File: src/rtl/multi_ctrl.sv
// rtl/multi_ctrl.sv - main control FSM for the multi-cycle MIPS datapath
//
// Purpose: sequences fetch/decode/execute/memory/write-back steps for each
// instruction, drives datapath mux selects and write enables, and stalls in
// FETCH/MEMRD/MEMWR until the memory reports mem_ready.
//
// Optional feature macro: MULTI_CTRL_ADDI_EN (adds ADDIEX/ADDIWB and decodes
// Op=001000 as addi; when undefined that opcode is flagged illegal).
//
// Ports:
//   clk, rst          clock, synchronous active-high reset
//   Op[5:0]           opcode field IR[31:26]
//   Zero              ALU zero flag (qualifies PCWriteCond)
//   mem_ready         memory completes the current access this cycle
//   PCWrite .. RegDst datapath write enables / 1-bit mux selects
//   PCSource[1:0]     00 ALU result, 01 ALUOut, 10 jump target
//   ALUSrcB[1:0]      00 B, 01 const 4, 10 sign-ext imm, 11 imm<<2
//   ALUop[1:0]        00 add, 01 sub, 10 funct decode
//   PCen              PCWrite | (PCWriteCond & Zero)
//   illegal_op        one-cycle flag in DECODE for an unsupported opcode
//   state[3:0]        current state encoding (debug)

module multi_ctrl (
  input  logic       clk,
  input  logic       rst,
  input  logic [5:0] Op,
  input  logic       Zero,
  input  logic       mem_ready,
  output logic       PCWrite,
  output logic       PCWriteCond,
  output logic       IorD,
  output logic       MemRead,
  output logic       MemWrite,
  output logic       MemtoReg,
  output logic       IRWrite,
  output logic       ALUSrcA,
  output logic       RegWrite,
  output logic       RegDst,
  output logic [1:0] PCSource,
  output logic [1:0] ALUSrcB,
  output logic [1:0] ALUop,
  output logic       PCen,
  output logic       illegal_op,
  output logic [3:0] state
);

  typedef enum logic [3:0] {
    S_FETCH  = 4'd0,
    S_DECODE = 4'd1,
    S_MEMADR = 4'd2,
    S_MEMRD  = 4'd3,
    S_MEMWB  = 4'd4,
    S_MEMWR  = 4'd5,
    S_EXEC   = 4'd6,
    S_RWB    = 4'd7,
    S_BEQ    = 4'd8,
    S_JUMP   = 4'd9,
    S_ADDIEX = 4'd10,
    S_ADDIWB = 4'd11
  } state_e;

  localparam logic [5:0] OP_RTYPE = 6'b000000;
  localparam logic [5:0] OP_LW    = 6'b100011;
  localparam logic [5:0] OP_SW    = 6'b101011;
  localparam logic [5:0] OP_BEQ   = 6'b000100;
  localparam logic [5:0] OP_J     = 6'b000010;
  localparam logic [5:0] OP_ADDI  = 6'b001000;

  state_e state_q, state_d;

  // Ungated control values; reset masking is applied at the outputs.
  logic       pc_write, pc_write_cond, iord, mem_read, mem_write, mem_to_reg;
  logic       ir_write, alu_src_a, reg_write, reg_dst, illegal;
  logic [1:0] pc_source, alu_src_b, alu_op;

  always_ff @(posedge clk) begin
    if (rst) begin
      state_q <= S_FETCH;
    end else begin
      state_q <= state_d;
    end
  end

  always_comb begin
    state_d       = state_q;
    pc_write      = 1'b0;
    pc_write_cond = 1'b0;
    iord          = 1'b0;
    mem_read      = 1'b0;
    mem_write     = 1'b0;
    mem_to_reg    = 1'b0;
    ir_write      = 1'b0;
    alu_src_a     = 1'b0;
    reg_write     = 1'b0;
    reg_dst       = 1'b0;
    illegal       = 1'b0;
    pc_source     = 2'b00;
    alu_src_b     = 2'b00;
    alu_op        = 2'b00;

    case (state_q)
      S_FETCH: begin
        mem_read  = 1'b1;
        alu_src_b = 2'b01;
        // IR load and PC+4 commit only on the cycle the read completes.
        ir_write  = mem_ready;
        pc_write  = mem_ready;
        if (mem_ready) state_d = S_DECODE;
      end
      S_DECODE: begin
        alu_src_b = 2'b11;
        case (Op)
          OP_RTYPE:      state_d = S_EXEC;
          OP_LW, OP_SW:  state_d = S_MEMADR;
          OP_BEQ:        state_d = S_BEQ;
          OP_J:          state_d = S_JUMP;
`ifdef MULTI_CTRL_ADDI_EN
          OP_ADDI:       state_d = S_ADDIEX;
`else
          OP_ADDI: begin
            state_d = S_FETCH;
            illegal = 1'b1;
          end
`endif
          default: begin
            state_d = S_FETCH;
            illegal = 1'b1;
          end
        endcase
      end
      S_MEMADR: begin
        alu_src_a = 1'b1;
        alu_src_b = 2'b10;
        // Only lw/sw reach here; anything but sw is treated as a load.
        state_d   = (Op == OP_SW) ? S_MEMWR : S_MEMRD;
      end
      S_MEMRD: begin
        mem_read = 1'b1;
        iord     = 1'b1;
        if (mem_ready) state_d = S_MEMWB;
      end
      S_MEMWB: begin
        mem_to_reg = 1'b1;
        reg_write  = 1'b1;
        state_d    = S_FETCH;
      end
      S_MEMWR: begin
        mem_write = 1'b1;
        iord      = 1'b1;
        if (mem_ready) state_d = S_FETCH;
      end
      S_EXEC: begin
        alu_src_a = 1'b1;
        alu_op    = 2'b10;
        state_d   = S_RWB;
      end
      S_RWB: begin
        reg_dst   = 1'b1;
        reg_write = 1'b1;
        state_d   = S_FETCH;
      end
      S_BEQ: begin
        alu_src_a     = 1'b1;
        alu_op        = 2'b01;
        pc_write_cond = 1'b1;
        pc_source     = 2'b01;
        state_d       = S_FETCH;
      end
      S_JUMP: begin
        pc_write  = 1'b1;
        pc_source = 2'b10;
        state_d   = S_FETCH;
      end
`ifdef MULTI_CTRL_ADDI_EN
      S_ADDIEX: begin
        alu_src_a = 1'b1;
        alu_src_b = 2'b10;
        state_d   = S_ADDIWB;
      end
      S_ADDIWB: begin
        reg_write = 1'b1;
        state_d   = S_FETCH;
      end
`endif
      // Unused encodings (and the addi states when disabled) recover to FETCH.
      default: state_d = S_FETCH;
    endcase
  end

  // While rst is high every control is held low so no write can slip through.
  assign PCWrite     = pc_write      & ~rst;
  assign PCWriteCond = pc_write_cond & ~rst;
  assign IorD        = iord          & ~rst;
  assign MemRead     = mem_read      & ~rst;
  assign MemWrite    = mem_write     & ~rst;
  assign MemtoReg    = mem_to_reg    & ~rst;
  assign IRWrite     = ir_write      & ~rst;
  assign ALUSrcA     = alu_src_a     & ~rst;
  assign RegWrite    = reg_write     & ~rst;
  assign RegDst      = reg_dst       & ~rst;
  assign illegal_op  = illegal       & ~rst;
  assign PCSource    = pc_source     & {2{~rst}};
  assign ALUSrcB     = alu_src_b     & {2{~rst}};
  assign ALUop       = alu_op        & {2{~rst}};
  assign PCen        = (pc_write | (pc_write_cond & Zero)) & ~rst;
  assign state       = state_q;

endmodule

File: config.mk
export PLATFORM = sky130hd
export DESIGN_NAME = multi_ctrl
export DESIGN_NICKNAME = d
export VERILOG_FILES = /design/src/rtl/multi_ctrl.sv
export SDC_FILE = /design/constraint.sdc
export NUM_CORES = 1
export LEC_CHECK = 0
export ABC_AREA = 1
export BUFFER_PORTS_ARGS = -buffer_cell sky130_fd_sc_hd__buf_4
export CORE_ASPECT_RATIO = 0.9
export CORE_MARGIN = 3
export CORE_UTILIZATION = 28
export DETAILED_ROUTE_END_ITERATION = 8
export PLACE_DENSITY = 0.6
export SLEW_MARGIN = 20
export SYNTH_ARGS = -nofsm -noshare
export SYNTH_HDL_FRONTEND = slang
export SYNTH_SLANG_ARGS = --single-unit
File: constraint.sdc
create_clock -name clk -period 2.1 [get_ports clk]
set_clock_uncertainty 0.1 [all_clocks]
set_input_delay 0.42 -clock clk [delete_from_list [all_inputs] [get_ports clk]]
set_output_delay 0.42 -clock clk [all_outputs]
set_load 0.01 [all_outputs]
==> results of run 1 <==
## power by group
part | switching, mW | internal [mW]
Sequential | 0.00471 | 0.0788
Combinational | 0.0504 | 0.0415
Clock | 0.0272 | 0.0636
## worst max path at each step
stage	endpoint	cells after the start	slack, ns	start
2_1_floorplan	PCSource[0]	5	0.47	rst
6_report	illegal_op	5	0.17	state[0]
4_1_cts	illegal_op	5	0.15	state[0]
5_1_grt	PCen	6	0.07	state[3]
3_5_place_dp	illegal_op	6	0.35	Op[3]
3_3_place_gp	illegal_op	6	0.35	Op[3]
## cell type report
type	instances	area [µm²]
well taps	22	27.5
inverters	18	67.6
multi-input cells	75	337
repair buffers	31	233
clock buffers	3	22.5
fillers	170	778
flip-flops and latches	4	80.1
## cells in the final DEF (no fill, tap or decap), types with 3 or more instances in the layout
cell type / netlist / final
buf_4: 1 / 31
nand2_1: 25 / 25
nor2_1: 23 / 23
inv_1: 11 / 11
nand3_1: 11 / 11
inv_2: 6 / 6
a21oi_1: 4 / 4
dfxtp_1: 4 / 4
clkbuf_4: 0 / 3
## logic make-up (layout without fill, tap and decap cells)
group | after synthesis | count (layout) | synth area share (%)
compound gates | 10 | 10 | 11.6
buf+inv | 20 | 52 | 15.9
flops | 4 | 4 | 16.2
simple gates | 65 | 65 | 56.3
## per-stage QoR
step	cell area, µm²	power [mW]
6_report	767	0.266
5_1_grt	767	0.290
4_1_cts	767	0.273
3_5_place_dp	744	0.177
3_3_place_gp	744	0.177
2_1_floorplan	495	0.135
## layer usage
metal	track usage, %	up-vias	routed length (µm)	part of all wire [%]
li1	-	372	-	-
met1	19.0	292	750	50
met2	20.8	21	661	44
met3	2.62	0	76	5.1
met4	6.45	0	0	0
met5	0	-	0	0
## worst register-to-register path, stage by stage (launching register included)
cell,delay [ns]
dfxtp_1,0.46
inv_2,0.09
nand2_1,0.16
nor2_1,0.07
nor2_1,0.09
nand3_1,0.09
nand2_1,0.07
a21oi_2,0.05
==> impl_metrics.yaml, run 1 <==
clocking:
  htree_num_levels: 1
  cts_buffer_depth: 2
  clock_latency_ns: 0.23
  cts.clk_slew.worst_paths_ns: 0.03
  cts.sink_count: 4
  ctsHoldBuffers: 0
  cts-resized-gates: 0
  cts_setup_buffers: 0
  cts_buffers: 3
  cts_tree: "built"
  cts-root-buf: "clkbuf_4"
worst_setup_path:
  critPathArrivalTime_ns: 1.41
  ff2ff_setup_slack_ns: 0.82
  path_max_fanout: 7
  r2r_end: "state[2]"
  worstSetupEndpointType: "primary output"
  reg2reg_from: "state[0]"
  cp_slowest_stage_delay_ns: 0.46
  cp.required_ns: 1.58
  criticalPathCategory: "reg2out"
  worst_setup_path_start_kind: "flop"
  cp_num_buf_inv: 1
  critical-path-slowest-cell: "dfxtp_1"
  r2r_cells: 7
  crit_chain: "nand2_4 > nor2_2 > nand2_1 > nor3_2 > buf_4"
  cp_top_family: "simple AND/OR/NAND/NOR gates"
layout:
  fin_cells: 153
  drive_above_1_share_pct: 34.4
  syn2layout_area_growth_pct: 54.8
  diodes: 0
  largest_reg_flops: 4
  fin_util_pct: 49.6
  finalNetCount: 143
placement:
  dp_hpwl_um: 1300
  dp_cells: 150
  port_buffers: 31
  place.gp.congestion: 0.830
  dp_slack_ns: 0.352
grt:
  grt_pass1_vias: 588
  grt_pass1_wl_um: 2460
  overflow: 0
  antenna_found_initial: 0
  grt_max_degree: 9
  grt_use_total_pct: 13.8
die:
  die_height_um: 45.9
  start_util_pct: 32.1
  dieArea_mm2: 0.00231
  core_mm2: 0.00155
  io_pins: 32
  die_w_um: 50.3
  rows: 13
synth:
  yosysSeqAreaShare_pct: 16.2
  synth-edff-count: 0
  yosysMostFrequentCell: "nand2_1"
  synthArstFlopShare_pct: 0
  synthFlopType: "dfxtp_1"
  synth_cells: 99
  synth_top_area_share_pct: 18.9
  synth_cell_types: 20
  yosys_warnings: 0
  netlist_area_um2: 495
  ys_seq_elements: 4
  avgSynthCellArea_um2: 5.00
  synthTopCellsByArea: "nand2_1 19%, nor2_1 17%, dfxtp_1 16%, nand3_1 11%, inv_1 8.3%"
  synthTopCellsByCount: "25 x nand2_1, 23 x nor2_1, 11 x inv_1, 11 x nand3_1, 6 x inv_2"
  syn_nets: 109
  synth_top_cell_by_area: "nand2_1"
sta:
  report.final.slew_viol_count: 0
  setup_viol: 0
  clock.fmax_ghz: 0.518
  setup_tns_ns: 0
  rsz0062_at_grt: "no"
  timing.hold.ws_ns: 0.305
  fin_crit_ns: 1.93
  final_hold_viol_count: 0
  finalCritPeriodShare_pct: 92.0
  relSlewSlack_pct: 80.9
  finalWorstSetupSlack_ns: 0.169
  tightest_slew_ns: 0.284
min_path:
  hold_depth: 2
  hp-class: "in2reg"
  min_to: "state[2]"
  min_from: "rst"
detailed_routing:
  drc: 0
  first_pass_iters: 5
  vias_per_cell: 4.48
  wl_per_cell_um: 9.73
  final_antenna_net_count: 0
  totalWireLength_um: 1490
  vias: 685
  drtIter0Drc: 16
power_and_ir_drop:
  power.density_mw_per_mm2: 347
  p_leak_nw: 0.432
  ir_drop_uv: 264
job:
  cap_violations: 0
run_status:
  status: "completed"
No activity file was read; power rests on OpenSTA's default activity.
==> run 2: changes to the inputs <==
--- a/config.mk
+++ b/config.mk
@@ -5,13 +5,12 @@
 export SDC_FILE = /design/constraint.sdc
 export NUM_CORES = 1
 export LEC_CHECK = 0
-export ABC_AREA = 1
 export BUFFER_PORTS_ARGS = -buffer_cell sky130_fd_sc_hd__buf_4
 export CORE_ASPECT_RATIO = 0.9
-export CORE_MARGIN = 3
+export CORE_MARGIN = 2
 export CORE_UTILIZATION = 28
 export DETAILED_ROUTE_END_ITERATION = 8
-export PLACE_DENSITY = 0.6
+export PLACE_DENSITY = 0.61
 export SLEW_MARGIN = 20
 export SYNTH_ARGS = -nofsm -noshare
 export SYNTH_HDL_FRONTEND = slang
==> impl_metrics.yaml, run 2 <==
worst_setup_path:
  criticalPathCategory: "reg2out"
  cp.required_ns: 1.58
  worstSetupEndpointType: "primary output"
  critPathArrivalTime_ns: 1.52
  crit_chain: "or3_4 > or2_1 > nor2_1 > buf_4"
  cp_top_family: "simple AND/OR/NAND/NOR gates"
  path_max_fanout: 6
  cp_slowest_stage_delay_ns: 0.43
  critical-path-slowest-cell: "or3_4"
  cp_num_buf_inv: 1
  worst_setup_path_start_kind: "flop"
clocking:
  cts_buffer_depth: 2
  cts_buffers: 3
  ctsHoldBuffers: 0
  cts.sink_count: 4
  cts_tree: "built"
  cts-root-buf: "clkbuf_4"
  cts_setup_buffers: 0
  cts.clk_slew.worst_paths_ns: 0.04
  htree_num_levels: 1
  cts-resized-gates: 0
  clock_latency_ns: 0.24
grt:
  grt_max_degree: 18
  grt_pass1_vias: 491
  grt_pass1_wl_um: 2130
  antenna_found_initial: 0
  grt_use_total_pct: 14.6
  overflow: 0
synth:
  synthArstFlopShare_pct: 0
  yosysMostFrequentCell: "nor2_1"
  synth_top_cell_by_area: "dfxtp_1"
  netlist_area_um2: 477
  synthTopCellsByCount: "12 x nor2_1, 5 x nor3_1, 4 x clkbuf_1, 4 x dfxtp_1"
  synth_cells: 70
  synthFlopType: "dfxtp_1"
  ys_seq_elements: 4
  synthTopCellsByArea: "dfxtp_1 17%, nor2_1 9.4%, nor3_1 5.2%, nor3b_1 4.7%, and3_1 3.9%"
  yosysSeqAreaShare_pct: 16.8
  synth_cell_types: 33
  avgSynthCellArea_um2: 6.81
  synth_top_area_share_pct: 16.8
  synth-edff-count: 0
  yosys_warnings: 0
  syn_nets: 80
layout:
  fin_util_pct: 46.7
  fin_cells: 126
  layout_common_cells: "36 x buf_4, 12 x nor2_1, 5 x nor3_1, 4 x dfxtp_1"
  finalNetCount: 114
  largest_reg_flops: 4
  diodes: 0
  final_common_cell: "buf_4"
  syn2layout_area_growth_pct: 59.6
  drive_above_1_share_pct: 40.2
sta:
  setup_viol: 0
  finalWorstSetupSlack_ns: 0.0572
  clock.fmax_ghz: 0.490
  report.final.slew_viol_count: 0
  timing.hold.ws_ns: 0.269
  tightest_slew_ns: 0.329
  finalCritPeriodShare_pct: 97.3
  fin_crit_ns: 2.04
  relSlewSlack_pct: 77.9
  rsz0062_at_grt: "no"
  setup_tns_ns: 0
  final_hold_viol_count: 0
detailed_routing:
  first_pass_iters: 4
  wl_per_cell_um: 11.3
  vias_per_cell: 4.90
  drtIter0Drc: 16
  totalWireLength_um: 1430
  drc: 0
  vias: 618
  final_antenna_net_count: 0
power_and_ir_drop:
  comb_power_share_pct: 30.1
  seq_power_share_pct: 31.4
  clkPwrFrac_pct: 38.5
  p_leak_nw: 0.370
  power.density_mw_per_mm2: 337
  p_int_mw: 0.181
  swShare_pct: 29.5
  power.switching_mw: 0.0757
  ir_drop_uv: 112
die:
  start_util_pct: 29.3
  io_pins: 32
  die_w_um: 47.5
  dieArea_mm2: 0.00205
  core_mm2: 0.00163
  die_height_um: 43.1
  rows: 14
min_path:
  hp-class: "in2reg"
placement:
  dp_cells: 123
  port_buffers: 31
  dp_hpwl_um: 1090
  place.gp.congestion: 0.849
  dp_slack_ns: 0.166
job:
  cap_violations: 0
run_status:
  status: "completed"
[run 2: cell count changes after synthesis, sizes merged, moves of 4 or more]
cell   delta
nand3    -10
nand2    -24
inv      -15
or3       +4
nor2     -12
[run 2: stage by stage]
step	power, mW	instance area, µm²
final	0.257	761
after global routing	0.274	761
after CTS	0.260	761
after detailed placement	0.159	738
after global placement	0.158	738
after floorplan	0.119	477
[run 2: kinds of logic after synthesis]
family          count (synthesis)  share of synthesized area (%)
xor+xnor                        4                           7.35
buf+inv                         9                           9.71
compound gates                 15                           20.7
simple gates                   37                           43.3
mux                             1                           2.10
flops                           4                           16.8
[run 2: final cells by class]
cell class / count / area (µm²)
Clock buffer: 3 / 22.5
Timing Repair Buffer: 36 / 270
Tap cell: 24 / 30.0
Sequential cell: 4 / 80.1
Fill cell: 180 / 868
Inverter: 2 / 7.51
Multi-Input combinational cell: 57 / 350
[run 2: path summary, 6_finish.rpt]
| check | cells after the start | startpoint | slack, ns | endpoint |
|---|---|---|---|---|
| setup reg to reg | 3 | state[2] | 0.62 | state[3] |
| hold / removal | 2 | Op[4] | 0.27 | state[3] |
| setup / recovery | 4 | state[2] | 0.06 | illegal_op |
| hold reg to reg | 2 | state[3] | 0.52 | state[0] |
[run 2: power by group through the flow]
stage          Clock, mW  Combinational (mW)  Sequential, mW
2_1_floorplan          0              0.0376          0.0810
3_3_place_gp           0              0.0766          0.0816
3_5_place_dp           0              0.0771          0.0819
4_1_cts            0.102              0.0774          0.0806
5_1_grt            0.109              0.0841          0.0807
6_report          0.0987              0.0773          0.0806
[run 2: worst register-to-register path: cells and delay by family (launching register included)]
kind / cells / cell delay [ns]
simple gates: 3 / 0.94
flops: 1 / 0.35
[run 2: routing by layer]
layer	vias to the layer above	GRT usage, %	wire [µm]
met5	-	0	0
met4	0	8.33	0
met3	0	2.55	98
met2	22	18.4	700
met1	279	22.4	627
li1	317	-	-
